<file path="config.mk">
export PLATFORM = sky130hd
export DESIGN_NAME = sr_cmd_gen
export DESIGN_NICKNAME = d
export VERILOG_FILES = /design/src/rtl/sr_cmd_gen.sv
export SDC_FILE = /design/constraint.sdc
export NUM_CORES = 1
export LEC_CHECK = 0
export BUFFER_PORTS_ARGS = -buffer_cell sky130_fd_sc_hd__buf_2
export CORE_MARGIN = 2
export CORE_UTILIZATION = 48
export DETAILED_ROUTE_END_ITERATION = 16
export GPL_ROUTABILITY_DRIVEN = 0
export GPL_TIMING_DRIVEN = 0
export PLACE_DENSITY = 0.76
export SKIP_CTS_REPAIR_TIMING = 1
export SLEW_MARGIN = 10
export SYNTH_ARGS = -nofsm -noshare
export SYNTH_HDL_FRONTEND = slang
export SYNTH_SLANG_ARGS = --single-unit
</file>
<file path="constraint.sdc">
create_clock -name clk -period 4 [get_ports clk]
set_clock_uncertainty 0.2 [all_clocks]
set_input_delay 0.6 -clock clk [delete_from_list [all_inputs] [get_ports clk]]
set_output_delay 0.6 -clock clk [all_outputs]
set_load 0.02 [all_outputs]
</file>
<file path="src/rtl/sr_cmd_gen.sv">
// rtl/sr_cmd_gen.sv - debounced set/clear command generator for a downstream NOR SR latch
//
// Purpose:
//   Turns two raw, bouncy request inputs into clean, non-overlapping S/R
//   pulses for an external NOR SR latch. It also tracks the latch state that
//   those pulses should produce.
//   Each raw input goes through a 2-flop synchronizer and then a stable-count
//   debouncer. A rising debounced edge is a one-cycle request.
//   The command FSM (INIT/IDLE/SET_PULSE/CLR_PULSE/GAP) issues the pulses.
//
// Ports:
//   clk      in   single clock, rising edge
//   rst      in   synchronous active-high reset
//   set_in   in   raw asynchronous set request
//   clr_in   in   raw asynchronous clear request
//   S        out  set drive to the latch (registered)
//   R        out  reset drive to the latch (registered)
//   q_model  out  expected latch Q after the last completed command
//   busy     out  FSM is not in IDLE
//   conflict out  sticky: set and clear requested on the same edge in IDLE
//   dropped  out  sticky: a request arrived while not in IDLE

module sr_cmd_gen #(
  parameter int unsigned DEB_CYCLES   = 4,
  parameter int unsigned PULSE_CYCLES = 2
) (
  input  logic clk,
  input  logic rst,
  input  logic set_in,
  input  logic clr_in,
  output logic S,
  output logic R,
  output logic q_model,
  output logic busy,
  output logic conflict,
  output logic dropped
);

  localparam logic [7:0] DEB_MAX   = 8'(DEB_CYCLES);
  localparam logic [7:0] PULSE_MAX = 8'(PULSE_CYCLES);

  // Channel 0 is set, channel 1 is clear.
  localparam int SET_CH = 0;
  localparam int CLR_CH = 1;

  typedef enum logic [2:0] {
    ST_INIT      = 3'd0,
    ST_IDLE      = 3'd1,
    ST_SET_PULSE = 3'd2,
    ST_CLR_PULSE = 3'd3,
    ST_GAP       = 3'd4
  } state_t;

  // ---------------------------------------------------------------------------
  // Synchronizers and debouncers
  // ---------------------------------------------------------------------------
  logic [1:0]      raw;
  logic [1:0]      sync1_q;
  logic [1:0]      sync2_q;
  logic [1:0]      deb_q;
  logic [1:0]      deb_d;
  logic [1:0]      deb_prev_q;
  logic [1:0][7:0] deb_cnt_q;
  logic [1:0][7:0] deb_cnt_d;

  assign raw = {clr_in, set_in};

  // The counter counts edges on which the synchronized level has differed from
  // the debounced level. The toggle happens on the edge after the count
  // reaches DEB_CYCLES. This gives the debounced change at k+2+DEB_CYCLES,
  // where k is the first edge that samples the new raw level.
  always_comb begin
    deb_d     = deb_q;
    deb_cnt_d = deb_cnt_q;
    for (int i = 0; i < 2; i++) begin
      if (sync2_q[i] == deb_q[i]) begin
        deb_cnt_d[i] = '0;
      end else if (deb_cnt_q[i] == DEB_MAX) begin
        deb_d[i]     = ~deb_q[i];
        deb_cnt_d[i] = '0;
      end else begin
        deb_cnt_d[i] = deb_cnt_q[i] + 8'd1;
      end
    end
  end

  always_ff @(posedge clk) begin
    if (rst) begin
      sync1_q    <= '0;
      sync2_q    <= '0;
      deb_q      <= '0;
      deb_prev_q <= '0;
      deb_cnt_q  <= '0;
    end else begin
      sync1_q    <= raw;
      sync2_q    <= sync1_q;
      deb_q      <= deb_d;
      deb_prev_q <= deb_q;
      deb_cnt_q  <= deb_cnt_d;
    end
  end

  // One-cycle requests on rising debounced edges only.
  logic set_req;
  logic clr_req;
  logic any_req;

  assign set_req = deb_q[SET_CH] & ~deb_prev_q[SET_CH];
  assign clr_req = deb_q[CLR_CH] & ~deb_prev_q[CLR_CH];
  assign any_req = set_req | clr_req;

  // ---------------------------------------------------------------------------
  // Command FSM
  // ---------------------------------------------------------------------------
  state_t     state_q;
  state_t     state_d;
  logic [7:0] pulse_cnt_q;
  logic [7:0] pulse_cnt_d;
  logic       s_q;
  logic       s_d;
  logic       r_q;
  logic       r_d;
  logic       q_model_q;
  logic       q_model_d;
  logic       conflict_q;
  logic       conflict_d;
  logic       dropped_q;
  logic       dropped_d;

  // State register. The outputs are also registered here. As a result, S and R
  // fall on the same edge that reset is sampled.
  always_ff @(posedge clk) begin
    if (rst) begin
      state_q     <= ST_INIT;
      pulse_cnt_q <= '0;
      s_q         <= 1'b0;
      r_q         <= 1'b0;
      q_model_q   <= 1'b0;
      conflict_q  <= 1'b0;
      dropped_q   <= 1'b0;
    end else begin
      state_q     <= state_d;
      pulse_cnt_q <= pulse_cnt_d;
      s_q         <= s_d;
      r_q         <= r_d;
      q_model_q   <= q_model_d;
      conflict_q  <= conflict_d;
      dropped_q   <= dropped_d;
    end
  end

  // Next-state logic.
  // A pulse leaves its state once pulse_cnt reaches PULSE_CYCLES.
  // Commands from IDLE enter with the count at 1, so they last PULSE_CYCLES
  // cycles. INIT starts from 0 out of reset. The reset cycles produce no R
  // output, so INIT still drives R for PULSE_CYCLES cycles after release.
  always_comb begin
    state_d     = state_q;
    pulse_cnt_d = pulse_cnt_q;
    unique case (state_q)
      ST_INIT, ST_SET_PULSE, ST_CLR_PULSE: begin
        if (pulse_cnt_q >= PULSE_MAX) begin
          state_d     = ST_GAP;
          pulse_cnt_d = '0;
        end else begin
          pulse_cnt_d = pulse_cnt_q + 8'd1;
        end
      end
      ST_IDLE: begin
        if (set_req && !clr_req) begin
          state_d     = ST_SET_PULSE;
          pulse_cnt_d = 8'd1;
        end else if (clr_req && !set_req) begin
          state_d     = ST_CLR_PULSE;
          pulse_cnt_d = 8'd1;
        end
      end
      ST_GAP: begin
        state_d = ST_IDLE;
      end
      default: begin
        state_d     = ST_INIT;
        pulse_cnt_d = '0;
      end
    endcase
  end

  // Output logic.
  // S and R are decoded from the next state, so they line up with the state
  // register. They are mutually exclusive by construction.
  always_comb begin
    s_d        = (state_d == ST_SET_PULSE);
    r_d        = (state_d == ST_INIT) || (state_d == ST_CLR_PULSE);
    q_model_d  = q_model_q;
    conflict_d = conflict_q;
    dropped_d  = dropped_q;

    if (state_d == ST_GAP && state_q != ST_GAP) begin
      q_model_d = (state_q == ST_SET_PULSE);
    end

    if (state_q == ST_IDLE) begin
      if (set_req && clr_req) begin
        conflict_d = 1'b1;
      end
    end else if (any_req) begin
      dropped_d = 1'b1;
    end
  end

  assign S        = s_q;
  assign R        = r_q;
  assign q_model  = q_model_q;
  assign busy     = (state_q != ST_IDLE);
  assign conflict = conflict_q;
  assign dropped  = dropped_q;

endmodule

</file>
==> flow_summary.ini <==
[global_routing]
grt_pass1_wl_um = 5112
met3_usage = 0.03646
grt_pass1_vias = 1194
track_usage = 0.1603
use_met2 = 0.2513
gr-max-usage-layer = met2
gr-total-overflow = 0
grt_util_met1 = 0.1935
grt_max_degree = 12
antenna_found_initial = 0

[worst_setup_path]
endpoint = busy
crit_path_end_kind = primary output
slowest_delay_ps = 560
reg2reg_to = pulse_cnt_q[1]
crit_family = simple AND/OR/NAND/NOR gates
crit_type = flop to primary output
slowest_stage = nor3b_1
worstPathRequired_ps = 3200
rr_worst_depth = 7
crit_arrival_ps = 1650
startpoint = state_q[2]
crit_fanout = 10
rrSetupSlack_ps = 2020
path_buf_inv = 3
critical_path.startpoint_type = flop
crit_cells = 4
r2r_start = deb_q[1]
cp_cell_sequence = clkbuf_1 > nor3b_1 > inv_1 > buf_2

[synthesis]
yosysTopAreaCell = dfxtp_1
ys_seq_area_frac = 0.4523
synth_fp_nets = 201
synth_area_leaders = dfxtp_1 45%, ha_1 7.1%, nor2_1 6.4%
ys_ff_latch = 40
synthCells = 187
synth_top_area_frac = 0.4523
ys_warn_count = 0
synthesis.area_um2 = 1770
ys_types = 38
synth_area_per_cell_um2 = 9.468

[pwr]
switchingPower_mw = 0.2747
power_density_nw_per_um2 = 475.3
irDropWorstVdd_mv = 0.1974
p_leak_nw = 0.7910
seq_power_share = 0.467
p_int_mw = 0.6596
power_frac_clock = 0.295
sw_frac_of_total = 0.2940
p_total_mw = 0.9343
p_comb_frac = 0.238

[clock_tree]
root_buffer = clkbuf_8
clk_pin_slew_ps = 70
numCtsBuffers = 5
cts_sinks = 40
htreeDepth = 2
clockBufferDepth = 2
cts_tree = done
worstSkewPairLatency_ps = 290

[sta]
period_share = 0.6117
worstMarginPinSlew_ps = 564.9
period_minus_slack_ps = 2447
hold_violations = 0
drv_slew = 0
fmax_mhz = 408.7
slew-limit-headroom = 0.6226
rsz0062_at_grt = false
fin_tns_setup_ps = 0
setup_violations = 0

[placed_design]
placed_cells = 244
dp_hpwl_um = 2038
io_buffers = 9

[layout]
syn2layout_area_growth_pct = 11.03
antenna_cells = 0
final_util = 0.5451
drive_gt1_frac = 0.1225
fin_cells = 252
final_nets = 217
nFillCells = 352

[floorplanning]
die_w_um = 64.73
rows = 22
core_area_um2 = 3606
dieHeight_um = 64.73
ios = 10
start_util = 0.4910
die_area_um2 = 4190

[drt]
wl_per_cell_um = 11.45
final_antenna_net_count = 0
wirelength_um = 2886
via_per_inst = 5.044
drc_errors = 0
vias = 1271
dr.pass1.iters = 4
drtIter0Drc = 62

[worst_hold_path]
hp-class = flop to flop

[outcome]
run_status = finished, final reports clean

[flow_run]
timing.max_cap.violations = 0
per-stage QoR:
| stage | hold WS (ps) | setup WS, ps | area, um^2 |
|---|---|---|---|
| after CTS | 250.7 | 1539 | 1966 |
| after global placement | 217.0 | 1904 | 1876 |
| after detailed placement | 227.8 | 1878 | 1876 |
| final | 244.7 | 1553 | 1966 |
| after floorplan | 213.8 | 2105 | 1770 |
| after global routing | 263.1 | 1371 | 1966 |
power by group through the flow:
stage	clock network, mW	logic, mW	registers, mW
floorplan	0	0.177	0.447
detailed placement	0	0.220	0.445
global route	0.300	0.247	0.439
global placement	0	0.217	0.444
finish	0.276	0.222	0.436
CTS	0.285	0.222	0.436
worst min path at each step:
stage / cells after the start / from / slack [ps] / endpoint
final: 1 / sync1_q[1] / 240 / sync2_q[1]
after global routing: 1 / sync1_q[1] / 260 / sync2_q[1]
after CTS: 1 / sync1_q[1] / 250 / sync2_q[1]
after detailed placement: 1 / sync1_q[1] / 230 / sync2_q[1]
after global placement: 1 / sync1_q[1] / 220 / sync2_q[1]
after floorplan: 1 / sync1_q[0] / 210 / sync2_q[0]
layout make-up:
class                   count  area, um^2  share of cell area
inverters                   9       33.78             0.01719
plain buffers               7       43.79             0.02228
repair buffers              9       45.04             0.02292
well taps                  48       60.06             0.03055
flip-flops and latches     40       800.8              0.4074
multi-input cells         131       892.1              0.4539
clock buffers               8       90.09             0.04583
logic make-up (layout without fill, tap and decap cells):
kind of cell,count (synthesis),count (layout),share of synthesized area
flip-flops,40,40,0.4523
buffers and inverters,16,33,0.04381
multiplexers,1,1,0.005654
AND/OR/NAND/NOR,84,84,0.2636
XOR/XNOR,14,14,0.06925
AO/OA/AOI/OAI,22,22,0.09470
adder cells (fa/ha/maj),10,10,0.07067
Yosys cell counts:
cell / instances
nor2_1: 30
a41oi_1: 2
a211oi_2: 1
inv_1: 9
a211oi_1: 1
nor3b_1: 1
and3_1: 7
nand3b_1: 1
buf_2: 2
nand3_1: 13
a21oi_1: 6
nor4b_1: 1
a2bb2oi_1: 1
nor4bb_1: 1
a31oi_1: 6
nand2_1: 6
buf_6: 2
and2_1: 1
dfxtp_1: 40
nor2b_4: 1
nor3_1: 3
a2bb2oi_4: 1
o31ai_1: 2
nand2b_1: 2
mux2i_1: 1
or3b_4: 1
nor4_1: 2
xnor2_1: 4
and4_1: 2
nor2b_1: 9
ha_1: 10
nor3_2: 1
xor2_1: 10
or4b_1: 1
o21ai_1: 1
clkbuf_1: 3
o21a_1: 1
nor4b_4: 1
registers in the layout (all words and copies together) (netlist names):
register,flops
conflict,1
q_model,1
S,1
R,1
deb_q,2
deb_prev_q,2
sync1_q,2
deb_cnt_q,16
pulse_cnt_q,8
state_q,3
sync2_q,2
dropped,1
per-layer routing:
layer	wire length, um	share of wire
met1	1441	0.50
met2	1293	0.45
met3	57	0.020
met4	93	0.032
met5	0	0
placed cells by master, fill, tap and decap left out:
cell type,count
nand3_1,13
clkbuf_8,6
a31oi_1,6
buf_2,11
buf_6,2
mux2i_1,1
o21a_1,1
nand2_1,6
nor2b_1,9
a41oi_1,2
nor3_1,3
or3b_4,1
xnor2_1,4
inv_1,9
o21ai_1,1
ha_1,10
nand2b_1,2
and3_1,7
and2_1,1
o31ai_1,2
nor2_1,30
nor4_1,2
nor3_2,1
dfxtp_1,40
a21oi_1,6
clkbuf_1,5
a211oi_2,1
nor4b_1,1
a211oi_1,1
nor2b_4,1
xor2_1,10
nor3b_1,1
or4b_1,1
and4_1,2
a2bb2oi_1,1
nor4bb_1,1
nor4b_4,1
a2bb2oi_4,1
nand3b_1,1
No activity file was read; power rests on OpenSTA's default activity.
